===== config.mk =====
export PLATFORM = sky130hd
export DESIGN_NAME = experiment_emulator
export DESIGN_NICKNAME = d
export VERILOG_FILES = /design/src/rtl/experiment_emulator.sv
export SDC_FILE = /design/constraint.sdc
export NUM_CORES = 1
export LEC_CHECK = 0
export BUFFER_PORTS_ARGS = -buffer_cell sky130_fd_sc_hd__buf_2
export CORE_MARGIN = 5
export CORE_UTILIZATION = 30
export DETAILED_ROUTE_END_ITERATION = 7
export SLEW_MARGIN = 10
export SYNTH_ARGS = -nofsm -noshare
export SYNTH_HDL_FRONTEND = slang
export SYNTH_SLANG_ARGS = --single-unit

===== constraint.sdc =====
create_clock -name clock -period 2.7 [get_ports clock]
set_input_delay 0.135 -clock clock [delete_from_list [all_inputs] [get_ports clock]]
set_output_delay 0.135 -clock clock [all_outputs]
set_load 0.1 [all_outputs]

===== src/rtl/experiment_emulator.sv =====
// experiment_emulator: closed-loop rig stand-in driving start/fg/wire/detector_ready and timing the FSM's replies.
// Optional macro EMU_JITTER_EN adds a 0..15 cycle LFSR-derived extension to the wire delay.
module experiment_emulator #(
  parameter int          CNT_W          = 32,
  parameter int unsigned FG_DELAY       = 100,
  parameter int unsigned FG_PULSE_LEN   = 10,
  parameter int unsigned WIRE_DELAY     = 50,
  parameter int unsigned WIRE_PULSE_LEN = 10,
  parameter int unsigned BUSY_LEN       = 500,
  parameter int unsigned TIMEOUT        = 1_000_000
) (
  input  logic             clock,
  input  logic             reset_signal,
  input  logic             go,
  input  logic             detonation_signal,
  input  logic             output_trigger,
  output logic             start_signal,
  output logic             fg_signal,
  output logic             wire_signal,
  output logic             detector_ready,
  output logic             done,
  output logic             error,
  output logic [1:0]       error_code,
  output logic [CNT_W-1:0] fg_to_det,
  output logic [CNT_W-1:0] trig_width,
  output logic [7:0]       emu_state
);
  typedef enum logic [3:0] {
    IDLE, FG_WAIT, FG_PULSE, WAIT_DET, WIRE_WAIT, WIRE_PULSE, WAIT_TRIG, BUSY, DONE, FAULT
  } state_t;

  localparam logic [CNT_W-1:0] ONE       = CNT_W'(1);
  localparam logic [CNT_W-1:0] FG_LAST   = CNT_W'(FG_DELAY - 1);
  localparam logic [CNT_W-1:0] FGP_LAST  = CNT_W'(FG_PULSE_LEN - 1);
  localparam logic [CNT_W-1:0] WP_LAST   = CNT_W'(WIRE_PULSE_LEN - 1);
  localparam logic [CNT_W-1:0] BUSY_LAST = CNT_W'(BUSY_LEN - 1);
  localparam logic [CNT_W-1:0] BUSY_END  = CNT_W'(BUSY_LEN);
  localparam logic [CNT_W-1:0] TO_LAST   = CNT_W'(TIMEOUT - 1);

  state_t           state;
  logic [CNT_W-1:0] cnt;
  logic             go_q, det_q, trig_q, go_armed;
  logic             det_early, trig_pend, meas;
  logic             go_rise, det_rise, trig_rise, det_accept;
  logic [3:0]       jit, jit_next;
  logic [CNT_W-1:0] wd, wd_now;

  function automatic logic [CNT_W-1:0] sat_inc(input logic [CNT_W-1:0] v);
    return (&v) ? v : v + ONE;
  endfunction

  // go_armed blocks a level that was already high when reset released from looking like a rise
  assign go_rise    = go & ~go_q & go_armed;
  assign det_rise   = detonation_signal & ~det_q;
  assign trig_rise  = output_trigger & ~trig_q;
  assign det_accept = det_rise | (det_early & detonation_signal);
  // the detect edge is one cycle after detonation rose, so the wait state covers WIRE_DELAY-1 edges
  assign wd         = CNT_W'(WIRE_DELAY) + CNT_W'(jit);
  assign wd_now     = CNT_W'(WIRE_DELAY) + CNT_W'(jit_next);
  assign emu_state  = {jit, state};

`ifdef EMU_JITTER_EN
  logic [15:0] lfsr;
  // free-running Fibonacci LFSR; its low nibble is latched as the wire-delay extension at detonation accept
  always_ff @(posedge clock or negedge reset_signal) begin
    if (!reset_signal) begin
      lfsr <= 16'hACE1;
      jit  <= 4'd0;
    end else begin
      lfsr <= {lfsr[14:0], lfsr[15] ^ lfsr[13] ^ lfsr[12] ^ lfsr[10]};
      if (state == WAIT_DET && det_accept) jit <= lfsr[3:0];
    end
  end
  assign jit_next = lfsr[3:0];
`else
  assign jit      = 4'd0;
  assign jit_next = 4'd0;
`endif

  // run sequencer: edge registers, pulse generation, latency measurement and timeouts
  always_ff @(posedge clock or negedge reset_signal) begin
    if (!reset_signal) begin
      state          <= IDLE;
      cnt            <= '0;
      go_q           <= 1'b0;
      det_q          <= 1'b0;
      trig_q         <= 1'b0;
      go_armed       <= 1'b0;
      det_early      <= 1'b0;
      trig_pend      <= 1'b0;
      meas           <= 1'b0;
      start_signal   <= 1'b0;
      fg_signal      <= 1'b0;
      wire_signal    <= 1'b0;
      detector_ready <= 1'b1;
      done           <= 1'b0;
      error          <= 1'b0;
      error_code     <= 2'd0;
      fg_to_det      <= '0;
      trig_width     <= '0;
    end else begin
      go_q   <= go;
      det_q  <= detonation_signal;
      trig_q <= output_trigger;
      if (!go) go_armed <= 1'b1;
      case (state)
        IDLE: begin
          detector_ready <= 1'b1;
          start_signal   <= 1'b0;
          fg_signal      <= 1'b0;
          wire_signal    <= 1'b0;
          if (go_rise) begin
            done         <= 1'b0;
            error        <= 1'b0;
            error_code   <= 2'd0;
            fg_to_det    <= '0;
            trig_width   <= '0;
            det_early    <= 1'b0;
            trig_pend    <= 1'b0;
            meas         <= 1'b0;
            start_signal <= 1'b1;
            cnt          <= '0;
            state        <= FG_WAIT;
          end
        end
        FG_WAIT: begin
          if (cnt == FG_LAST) begin
            fg_signal <= 1'b1;
            cnt       <= '0;
            state     <= FG_PULSE;
          end else cnt <= cnt + ONE;
        end
        FG_PULSE: begin
          fg_to_det <= sat_inc(fg_to_det);
          if (det_rise) det_early <= 1'b1;
          if (cnt == FGP_LAST) begin
            fg_signal <= 1'b0;
            cnt       <= '0;
            state     <= WAIT_DET;
          end else cnt <= cnt + ONE;
        end
        WAIT_DET: begin
          if (det_accept) begin
            wire_signal <= (wd_now == ONE);
            cnt         <= (wd_now == ONE) ? '0 : ONE;
            state       <= (wd_now == ONE) ? WIRE_PULSE : WIRE_WAIT;
          end else begin
            fg_to_det <= sat_inc(fg_to_det);
            if (cnt == TO_LAST) begin
              error        <= 1'b1;
              error_code   <= 2'd1;
              start_signal <= 1'b0;
              state        <= FAULT;
            end else cnt <= cnt + ONE;
          end
        end
        WIRE_WAIT: begin
          if (trig_rise) trig_pend <= 1'b1;
          if (cnt == wd - ONE) begin
            wire_signal <= 1'b1;
            cnt         <= '0;
            state       <= WIRE_PULSE;
          end else cnt <= cnt + ONE;
        end
        WIRE_PULSE: begin
          if (trig_rise) trig_pend <= 1'b1;
          if (cnt == WP_LAST) begin
            wire_signal <= 1'b0;
            cnt         <= '0;
            state       <= WAIT_TRIG;
          end else cnt <= cnt + ONE;
        end
        WAIT_TRIG: begin
          if (trig_rise || trig_pend) begin
            detector_ready <= 1'b0;
            trig_width     <= output_trigger ? ONE : '0;
            meas           <= output_trigger;
            trig_pend      <= 1'b0;
            cnt            <= '0;
            state          <= BUSY;
          end else if (cnt == TO_LAST) begin
            error        <= 1'b1;
            error_code   <= 2'd2;
            start_signal <= 1'b0;
            state        <= FAULT;
          end else cnt <= cnt + ONE;
        end
        BUSY: begin
          if (meas && output_trigger) trig_width <= sat_inc(trig_width);
          if (!output_trigger) meas <= 1'b0;
          if (cnt != BUSY_END) cnt <= cnt + ONE;
          if (cnt >= BUSY_LAST) detector_ready <= 1'b1;
          if (cnt >= BUSY_LAST && !output_trigger) begin
            done         <= 1'b1;
            start_signal <= 1'b0;
            state        <= DONE;
          end
        end
        DONE: begin
          start_signal <= 1'b0;
          if (!go) state <= IDLE;
        end
        FAULT: begin
          start_signal   <= 1'b0;
          fg_signal      <= 1'b0;
          wire_signal    <= 1'b0;
          detector_ready <= 1'b1;
          if (!go) state <= IDLE;
        end
        default: state <= IDLE;
      endcase
    end
  end
endmodule


==> results.md, run 1 <==
* Most used flip-flop cell after synthesis: sky130_fd_sc_hd__dfrtp_1
* Clock tree root buffer cell: sky130_fd_sc_hd__clkbuf_16
* Required time of the worst setup path at 3050 ps
* Netlist cell types at 79
* Critical Path Start Type: flop
* Outcome: complete, no violations
* Initial core utilization at 30.6%
* Timing-limited maximum frequency at 396 MHz
* Final-report hold violation count at 0
* Post-Route Skew at 20.7 ps
* Starting DRT DRC Count at 391
* Setup violations, final at 0
* Worst-Margin Slew at 595 ps
* Worst supply voltage drop on vdd at 0.380 mV
* Combined global-route utilization of all metal layers at 14.6%
* Maximum capacitance violations at 0
* Critical Path End Type: flop
* Port bufs at 80
* Max_slew headroom at 59.9%
* Placer congestion estimate at 0.839
* Leakage dissipation at 3.78 nW
* Clock tree from TritonCTS: yes
* RSZ-0062 raised after global routing: no
* Clock buffer depth at 2
* Max H-tree Level at 4
* Power per cell area at 571 nW/um2
* Diode insertion count for antenna repair at 0
* Number of enable-type register cells in the synthesized netlist at 0
* Routed via count divided by cell count at 5.25
* Later-pin clock latency in the skew report at 430 ps
* Final Total Pwr at 4.81 mW
* Worst setup slack for register-to-register paths at 170 ps
* Top-area cell type share of the netlist area at 42.6%
* Final clock period utilization by the worst path at 93.6%
* Die Area at 25400 um2
* Number of antenna violations at the first check in global routing at 0
* Final WL at 18.5 mm
* Area of the core at 21900 um2
* DRC violations left at 0
* Tightest Hold Check Type: input pin to async pin
* Post-layout minimum cycle time at 2530 ps
* Yosys synthesis warning count at 0
* Arrival time reported for the critical path endpoint at 2880 ps
* Wire length of the first global-routing pass at 31.3 mm
* Remaining number of nets flagged by the antenna check after routing at 0
* First drt pass iteration count at 5
* NumNets Final at 902
* Maximum number of pins on one net before global-route repair at 54
* Pins Over Slew Limit at 0
* Number of cells produced by synthesis at 772
* Post-route setup TNS at 0 ps
* Top area cells in the synthesized netlist: sky130_fd_sc_hd__dfrtp_1 43%, sky130_fd_sc_hd__nor2_1 4.3%, sky130_fd_sc_hd__nand2_1 4.1%
* Flop and latch count out of synthesis at 115
* Number of rows in the core area at 54
* Reg clk slew, reported paths at 60 ps
* Fraction of layout cells with a size suffix above 1 at 23.1%
* Largest driver fanout on the critical path at 13
* Commonest non-fill, non-tap cells in the layout: 99 x sky130_fd_sc_hd__dfrtp_1, 79 x sky130_fd_sc_hd__buf_2, 77 x sky130_fd_sc_hd__nor2_1
* Most frequent standard cell in the layout excluding fill and tap cells: sky130_fd_sc_hd__dfrtp_1
* Async set-or-reset flop fraction in the synthesized netlist at 100%
* Number of global-route vias before repair at 6015
* Wire length per cell after detailed routing at 15.6 um
* Share of synthesized area occupied by flip-flops and latches at 43.0%
* Synthesized area divided by synthesized cell count at 8.67 um2
* Number of top-level pins at 85
* Die height at 159 um
* Via count at 6218
* HPWL Detailed at 13.4 mm
* Crit Path Category: flop to flop
* Fillers at 2214
* Post-synthesis instance area at 6690 um2
* Area growth from synthesis to final layout at 25.8%
* Cell taking the most area after synthesis: sky130_fd_sc_hd__dfrtp_1
* Die Wd at 159 um
* CTS sink count at 115
* Leftover overflow at the end of global routing at 0
* CTS buffer count at 17
path summary, 6_finish.rpt:
kind | start | to | cells after the start
worst max-delay path | state[3] | cnt[18] | 7
worst min-delay path | reset_signal | trig_width[30] | 2
worst max register to register | state[3] | cnt[18] | 7
worst min register to register | go_armed | go_armed | 1
max in group asynchronous | reset_signal | detector_ready | 3
min in group clock | detonation_signal | det_q | 2
synthesized netlist by cell type, types with 4 or more instances:
library cell               instances
sky130_fd_sc_hd__dfrtp_1         114
sky130_fd_sc_hd__nor2_1           77
sky130_fd_sc_hd__nand2_1          73
sky130_fd_sc_hd__a21oi_1          47
sky130_fd_sc_hd__nand3_1          42
sky130_fd_sc_hd__o21ai_0          39
sky130_fd_sc_hd__nand4_1          29
sky130_fd_sc_hd__inv_1            28
sky130_fd_sc_hd__xnor2_1          27
sky130_fd_sc_hd__clkbuf_1         25
sky130_fd_sc_hd__and3_1           24
sky130_fd_sc_hd__or3_1            20
sky130_fd_sc_hd__o21ai_1          19
sky130_fd_sc_hd__nor4_1           18
sky130_fd_sc_hd__xor2_1           18
sky130_fd_sc_hd__nor3_1           17
sky130_fd_sc_hd__and2_1           10
sky130_fd_sc_hd__buf_2            10
sky130_fd_sc_hd__and4_1            7
sky130_fd_sc_hd__nand2b_1          6
sky130_fd_sc_hd__nor2b_1           6
sky130_fd_sc_hd__a21o_1            5
sky130_fd_sc_hd__ha_1              5
sky130_fd_sc_hd__o31ai_1           5
sky130_fd_sc_hd__o41ai_1           5
sky130_fd_sc_hd__or4_1             5
sky130_fd_sc_hd__a31o_2            4
sky130_fd_sc_hd__a31oi_1           4
sky130_fd_sc_hd__buf_4             4
sky130_fd_sc_hd__nor4b_1           4
sky130_fd_sc_hd__o311ai_1          4
sky130_fd_sc_hd__or2_2             4
what timing repair did:
action | CTS | global route
endpoints found under the setup margin | 0 | 22
setup buffers | 0 | 3
hold endpoints to repair | 43 | 0
hold buffers | 4 | 0
resized for setup | 0 | 4
per-layer routing:
| metal | vias to the layer above | part of all wire, % | routed length, um | track usage (%) |
|---|---|---|---|---|
| met5 | - | 0 | 0 | 0 |
| met4 | 0 | 1.3 | 234 | 4.58 |
| met3 | 19 | 4.8 | 896 | 3.29 |
| met2 | 140 | 47 | 8690 | 23.2 |
| met1 | 3029 | 47 | 8710 | 19.8 |
| li1 | 3030 | - | - | - |
area by class of cell:
type	instances	area [um2]	area share [%]
Clock buffer	18	429	5.10
Clock inverter	14	200	2.38
Inverter	29	109	1.29
Multi-Input combinational cell	587	3520	41.8
Sequential cell	115	2900	34.4
Tap cell	280	350	4.16
Timing Repair Buffer	142	916	10.9
sequential cells by signal, summed over array words and instances, names as in the netlist, 2 cells and up:
register / count
cnt: 32
error_code: 2
fg_to_det: 32
state: 4
trig_width: 32
cells by family (layout without fill, tap and decap cells):
group | after synthesis | after routing | share of synthesized area, %
AND/OR/NAND/NOR | 361 | 361 | 28.3
AO/OA/AOI/OAI | 169 | 169 | 16.5
flip-flops | 115 | 115 | 43.0
buffers and inverters | 73 | 203 | 4.92
XOR/XNOR | 45 | 45 | 5.89
adder cells (fa/ha/maj) | 6 | 6 | 1.08
multiplexers | 2 | 2 | 0.299
other | 1 | 4 | 0.0560
stage by stage:
stage / instances / area (um2) / setup WS [ps] / util (%) / hold slack, ps
global route: 1185 / 8420 / 13.5 / 38.5 / 273
global placement: 1146 / 7710 / 117 / 35.2 / 160
CTS: 1182 / 8380 / 64.0 / 38.3 / 244
finish: 1185 / 8420 / 172 / 38.5 / 227
detailed placement: 1146 / 7710 / 76.3 / 35.2 / 161
floorplan: 775 / 6720 / 9.67 / - / -161
power by group:
group / total (mW) / internal, mW / switching (mW) / leakage (nW)
clock: 2.43 / 1.55 / 0.872 / 0.298
sequential: 1.88 / 1.79 / 0.0858 / 1.49
combinational: 0.508 / 0.189 / 0.319 / 1.99
critical path, stage by stage, from the launching register on:
cell                        delay, ps
sky130_fd_sc_hd__dfrtp_2          500
sky130_fd_sc_hd__nand4bb_1        250
sky130_fd_sc_hd__a21oi_1          310
sky130_fd_sc_hd__a21oi_1          130
sky130_fd_sc_hd__or2_2            370
sky130_fd_sc_hd__a21o_4           300
sky130_fd_sc_hd__or4_1            520
sky130_fd_sc_hd__nand2_1           80
No activity file was read; power rests on OpenSTA's default activity.
==> run 2: changes to the inputs <==
clock period = 2.5 ns   (was 2.7 ns; I/O delays follow)
==> run 2 against run 1 <==
Net effect: die area is the same; critical path depth grew 3; register-to-register slack lost 140 ps; wire length grew 4.1%; total power grew 1.9%; cell count grew 3.9%; critical path type unchanged.
==> results.md, run 2 (synthesized netlist as in run 1, its figures left out) <==
* Timing-limited maximum frequency at 405 MHz
* Wire length per cell after detailed routing at 15.7 um
* Final Total Pwr at 4.91 mW
* Number of antenna violations at the first check in global routing at 0
* Diode insertion count for antenna repair at 0
* Final-report hold violation count at 0
* Critical Path End Type: flop
* Maximum number of pins on one net before global-route repair at 66
* Port bufs at 80
* Clock buffer depth at 2
* Clock tree from TritonCTS: yes
* Max_slew headroom at 53.4%
* Fillers at 2199
* Setup violations, final at 0
* Later-pin clock latency in the skew report at 420 ps
* Combined global-route utilization of all metal layers at 14.9%
* Final WL at 19.3 mm
* Clock tree root buffer cell: sky130_fd_sc_hd__clkbuf_16
* Worst-Margin Slew at 695 ps
* Leakage dissipation at 3.97 nW
* Wire length of the first global-routing pass at 31.7 mm
* R2r endpoint: cnt[5]
* R2R Path Start: state[1]
* Initial core utilization at 30.6%
* Worst setup slack for register-to-register paths at 30 ps
* Number of rows in the core area at 54
* Number of top-level pins at 85
* Area growth from synthesis to final layout at 33.4%
* Top flop regs: cnt: 32 flops, fg_to_det: 32 flops, trig_width: 32 flops
* Area of the core at 21900 um2
* Arrival time reported for the critical path endpoint at 2770 ps
* Die height at 159 um
* Die Wd at 159 um
* Max H-tree Level at 4
* Crit Path Category: flop to flop
* Via count at 6382
* NumNets Final at 948
* RSZ-0062 raised after global routing: yes
* Capturing instance or port of the critical path: cnt[5]
* HPWL Detailed at 13.7 mm
* Post-Route Skew at 9.55 ps
* Maximum capacitance violations at 0
* Die Area at 25400 um2
* Commonest non-fill, non-tap cells in the layout: 98 x sky130_fd_sc_hd__buf_4, 79 x sky130_fd_sc_hd__buf_2, 74 x sky130_fd_sc_hd__nor2_1
* Worst supply voltage drop on vdd at 0.332 mV
* Required time of the worst setup path at 2800 ps
* Crit path top cell by count: sky130_fd_sc_hd__buf_4
* Post-route setup TNS at 0 ps
* Biggest cell delay along the critical path at 480 ps
* First drt pass iteration count at 5
* Critical-path top delay cell: sky130_fd_sc_hd__dfrtp_4
* Pins Over Slew Limit at 0
* CTS sink count at 115
* Post-layout minimum cycle time at 2470 ps
* Power per cell area at 549 nW/um2
* Sequence of cells on the critical path: buf_4 -> buf_4 -> nand3b_1 -> nor2_2 -> a21oi_1 -> buf_4 -> nor2b_1 -> nor3b_1 -> nor2_1 -> o22a_1
* Final clock period utilization by the worst path at 98.9%
* Outcome: complete, no violations
* CTS buffer count at 17
* Routed via count divided by cell count at 5.18
* Remaining number of nets flagged by the antenna check after routing at 0
* Placer congestion estimate at 0.831
* Fraction of layout cells with a size suffix above 1 at 32.2%
* Reg clk slew, reported paths at 60 ps
* Worst Setup SP: state[1]
* Largest driver fanout on the critical path at 16
* Leftover overflow at the end of global routing at 0
* Tightest Hold Check Type: input pin to async pin
* Most frequent standard cell in the layout excluding fill and tap cells: sky130_fd_sc_hd__buf_4
* Number of global-route vias before repair at 6130
* Starting DRT DRC Count at 378
* Worst reg-to-reg path cell count at 10
* DRC violations left at 0
* Critical Path Start Type: flop
[run 2: cell count changes in the layout (fill, tap and decap cells not counted), moves of 4 or more]
cell | before | now
sky130_fd_sc_hd__buf_4 | 56 | 98
sky130_fd_sc_hd__bufinv_16 | 4 | 0
sky130_fd_sc_hd__dfrtp_1 | 99 | 66
sky130_fd_sc_hd__dfrtp_2 | 15 | 38
sky130_fd_sc_hd__dfrtp_4 | 0 | 10
[run 2: area by class of cell]
type                    instances  area, um2  area share, %
well taps                     280        350           3.92
clock inverters                14        106           1.19
flip-flops and latches        115       2960           33.2
inverters                      29        109           1.22
repair buffers                188       1290           14.5
multi-input cells             587       3670           41.1
clock buffers                  18        439           4.92
[run 2: worst min-delay path by stage]
stage | depth (start not counted) | end | from | slack [ps]
global route | 2 | fg_to_det[31] | reset_signal | 150
finish | 2 | fg_to_det[31] | reset_signal | 120
detailed placement | 1 | fg_to_det[28] | reset_signal | 30
floorplan | 0 | cnt[0] | reset_signal | -170
global placement | 1 | fg_to_det[28] | reset_signal | 20
CTS | 2 | fg_to_det[31] | reset_signal | 110
[run 2: critical path, delay by kind of cell (launching register included)]
family / cells / cell delay, ps
AND/OR/NAND/NOR: 5 / 670
buffers and inverters: 3 / 660
AO/OA/AOI/OAI: 2 / 550
flip-flops: 1 / 480
[run 2: report_power, final]
part / leakage, nW / internal [mW] / switching, mW
clock network: 0.259 / 1.30 / 0.953
registers: 1.44 / 1.94 / 0.0833
logic: 2.28 / 0.241 / 0.389
total: 3.97 / 3.48 / 1.43
[run 2: through the flow]
step / utilization [%] / instance area (um2) / worst slack [ps] / hold slack (ps) / instances
floorplan: - / 6800 / -69.0 / -171 / 775
global placement: 37.1 / 8110 / -115 / 24.0 / 1188
detailed placement: 37.1 / 8110 / -134 / 26.8 / 1188
CTS: 40.0 / 8760 / 0.854 / 113 / 1225
global route: 40.8 / 8930 / -58.3 / 148 / 1231
finish: 40.8 / 8930 / 28.5 / 125 / 1231
[run 2: layer usage]
metal | wire, um | track usage [%] | vias to the layer above
li1 | - | - | 3120
met1 | 9010 | 20.6 | 3073
met2 | 9120 | 23.3 | 164
met3 | 893 | 2.93 | 25
met4 | 272 | 5.00 | 0
met5 | 0 | 0 | -
[run 2: repair_timing]
item                       4_1_cts  5_1_grt
gates resized for setup          8       26
setup buffers                    1        6
gates cloned                     0        0
hold endpoints to repair        85        0
hold buffers                     4        0
setup endpoints to repair       35       32
pin swaps                        3        0
==> run 3: changes to the inputs <==
CORE_ASPECT_RATIO = 1.75   (was not set)
CTS_CLUSTER_SIZE = 8   (was not set)
clock period = 2 ns   (was 2.5 ns; I/O delays follow)
==> run 3 against run 2 <==
Net effect: the run now ends with setup timing left; register-to-register slack got worse by 430 ps; wire length increased by 23%; clock skew increased by 1.4 ps; fmax increased by 2.8%; largest cell class unchanged; count of clock-buffer cells in the layout increased by 4.
==> results.md, run 3 (synthesized netlist as in run 1, its figures left out) <==
* HPWL Detailed at 16.2 mm
* Area of the core at 22100 um2
* Critical Path Start Type: flop
* Timing-limited maximum frequency at 416 MHz
* Power dissipated by switching net loads at 1.79 mW
* Most frequent standard cell in the layout excluding fill and tap cells: sky130_fd_sc_hd__buf_4
* Cell Int Power at 5.02 mW
* DRC violations left at 0
* Clk network pwr share at 47.7%
* Required time of the worst setup path at 2290 ps
* Initial core utilization at 30.3%
* Minimum hold slack at 224 ps
* Area growth from synthesis to final layout at 69.7%
* Critical Path End Type: flop
* Post-layout minimum cycle time at 2400 ps
* Placer congestion estimate at 0.883
* Tightest Hold Check Type: input pin to async pin
* Commonest non-fill, non-tap cells in the layout: 175 x sky130_fd_sc_hd__buf_4, 79 x sky130_fd_sc_hd__buf_2, 66 x sky130_fd_sc_hd__nor2_1
* Reg clk slew, reported paths at 50 ps
* Switching share of total power at 26.3%
* Worst setup slack for register-to-register paths at -400 ps
* Area of placed instances at 9130 um2
* R2R Path Start: state[0]
* Die Wd at 123 um
* Die Area at 25500 um2
* Final clock period utilization by the worst path at 120%
* Wire length per cell after detailed routing at 17.3 um
* Crit Path Category: flop to flop
* Leakage dissipation at 5.07 nW
* CTS sink count at 115
* Final std cell area, no fill at 11400 um2
* Max_slew headroom at 60.8%
* Worst Setup SP: state[0]
* Clock tree root buffer cell: sky130_fd_sc_hd__clkbuf_16
* Post-route worst setup slack at -404 ps
* Maximum capacitance violations at 0
* Fraction of power consumed by sequential logic at 36.9%
* Later-pin clock latency in the skew report at 420 ps
* Final standard cell utilization of the core at 51.5%
* Diode insertion count for antenna repair at 0
* Power per cell area at 600 nW/um2
* Maximum number of pins on one net before global-route repair at 40
* Largest driver fanout on the critical path at 8
* Worst-Margin Slew at 588 ps
* Top flop regs: cnt: 32 flops, fg_to_det: 32 flops, trig_width: 32 flops
* Number of top-level pins at 85
* Fraction of layout cells with a size suffix above 1 at 53.6%
* Portion of total power attributed to combinational logic at 15.4%
* Combined global-route utilization of all metal layers at 18.1%
* Die height at 208 um
* Number of rows in the core area at 72
* R2r endpoint: cnt[29]
* Violated checks: setup timing
* NumNets Final at 1082
* Clock buffer depth at 2
* Clock tree from TritonCTS: yes
* Final-report hold violation count at 0
* Pins Over Slew Limit at 0
* Number of antenna violations at the first check in global routing at 0
* Leftover overflow at the end of global routing at 0
* Worst reg-to-reg path cell count at 9
* Arrival time reported for the critical path endpoint at 2700 ps
* Port bufs at 80
* Wire length of the first global-routing pass at 36.8 mm
* CTS buffer count at 17
* Routed via count divided by cell count at 5.20
* Dpl ws at -581 ps
* Via count at 7179
* Max H-tree Level at 4
* Remaining number of nets flagged by the antenna check after routing at 0
* First drt pass iteration count at 5
* Outcome: finished, violations left
* Starting DRT DRC Count at 354
* Final WL at 23.8 mm
* RSZ-0062 raised after global routing: yes
* Post-Route Skew at 11.0 ps
* Number of global-route vias before repair at 7258
* Setup violations, final at 89
* Capturing instance or port of the critical path: cnt[29]
* Worst supply voltage drop on vdd at 0.593 mV
[run 3: cell count changes in the layout (fill, tap and decap cells not counted), sizes merged]
| cell | change |
|---|---|
| a21o | +1 |
| buf | +130 |
| bufinv | +4 |
| clkbuf | +5 |
| clkinv | -6 |
| clkinvlp | +1 |
| inv | -4 |
| nand2 | +1 |
| o2111ai | +1 |
[run 3: per-stage QoR]
step	cells	power, mW	setup TNS, ps
floorplan	775	3.01	-31630
global placement	1292	3.42	-23070
detailed placement	1292	3.43	-24000
CTS	1358	6.81	-15490
global route	1380	7.05	-25910
finish	1380	6.81	-17890
[run 3: cell type report]
| class | instances | area [um2] |
|---|---|---|
| Multi-Input combinational cell | 590 | 4650 |
| Clock inverter | 9 | 155 |
| Timing Repair Buffer | 319 | 2600 |
| Tap cell | 296 | 370 |
| Inverter | 29 | 113 |
| Sequential cell | 115 | 3000 |
| Clock buffer | 22 | 464 |
| Fill cell | 1936 | 10700 |
[run 3: timing repair]
item,in CTS,in global routing
setup endpoints to repair,96,106
hold buffers,4,0
gates cloned,5,2
setup buffers,27,22
pin swaps,68,67
gates resized for setup,157,96
hold endpoints to repair,41,0
[run 3: power groups by stage]
| stage | clock network [mW] | logic (mW) | registers, mW |
|---|---|---|---|
| after global routing | 3.40 | 1.13 | 2.53 |
| after floorplan | 0 | 0.361 | 2.65 |
| after detailed placement | 0 | 0.887 | 2.54 |
| after CTS | 3.31 | 0.998 | 2.51 |
| after global placement | 0 | 0.881 | 2.54 |
| final | 3.25 | 1.05 | 2.51 |
[run 3: worst min-delay path by stage]
stage / end / slack, ps / start
final: trig_width[11] / 220 / reset_signal
after global routing: trig_width[14] / 290 / reset_signal
after CTS: trig_width[20] / 240 / reset_signal
after detailed placement: trig_width[9] / 140 / reset_signal
after global placement: trig_width[9] / 130 / reset_signal
after floorplan: cnt[0] / -200 / reset_signal
[run 3: critical path, stage by stage (launching register included)]
cell                       delay (ps)
sky130_fd_sc_hd__dfrtp_4          520
sky130_fd_sc_hd__or4bb_4          540
sky130_fd_sc_hd__a211oi_4         250
sky130_fd_sc_hd__o211ai_2         150
sky130_fd_sc_hd__a211oi_4         200
sky130_fd_sc_hd__buf_6            190
sky130_fd_sc_hd__buf_8            150
sky130_fd_sc_hd__a32oi_1           60
sky130_fd_sc_hd__o21ai_1          140
sky130_fd_sc_hd__o31ai_1           90
[run 3: routing by layer]
metal,up-vias,GRT usage [%],part of all wire (%)
li1,3394,-,-
met1,3549,17.8,35
met2,161,34.8,58
met3,75,2.62,2.8
met4,0,10.4,4.4
met5,-,0,0
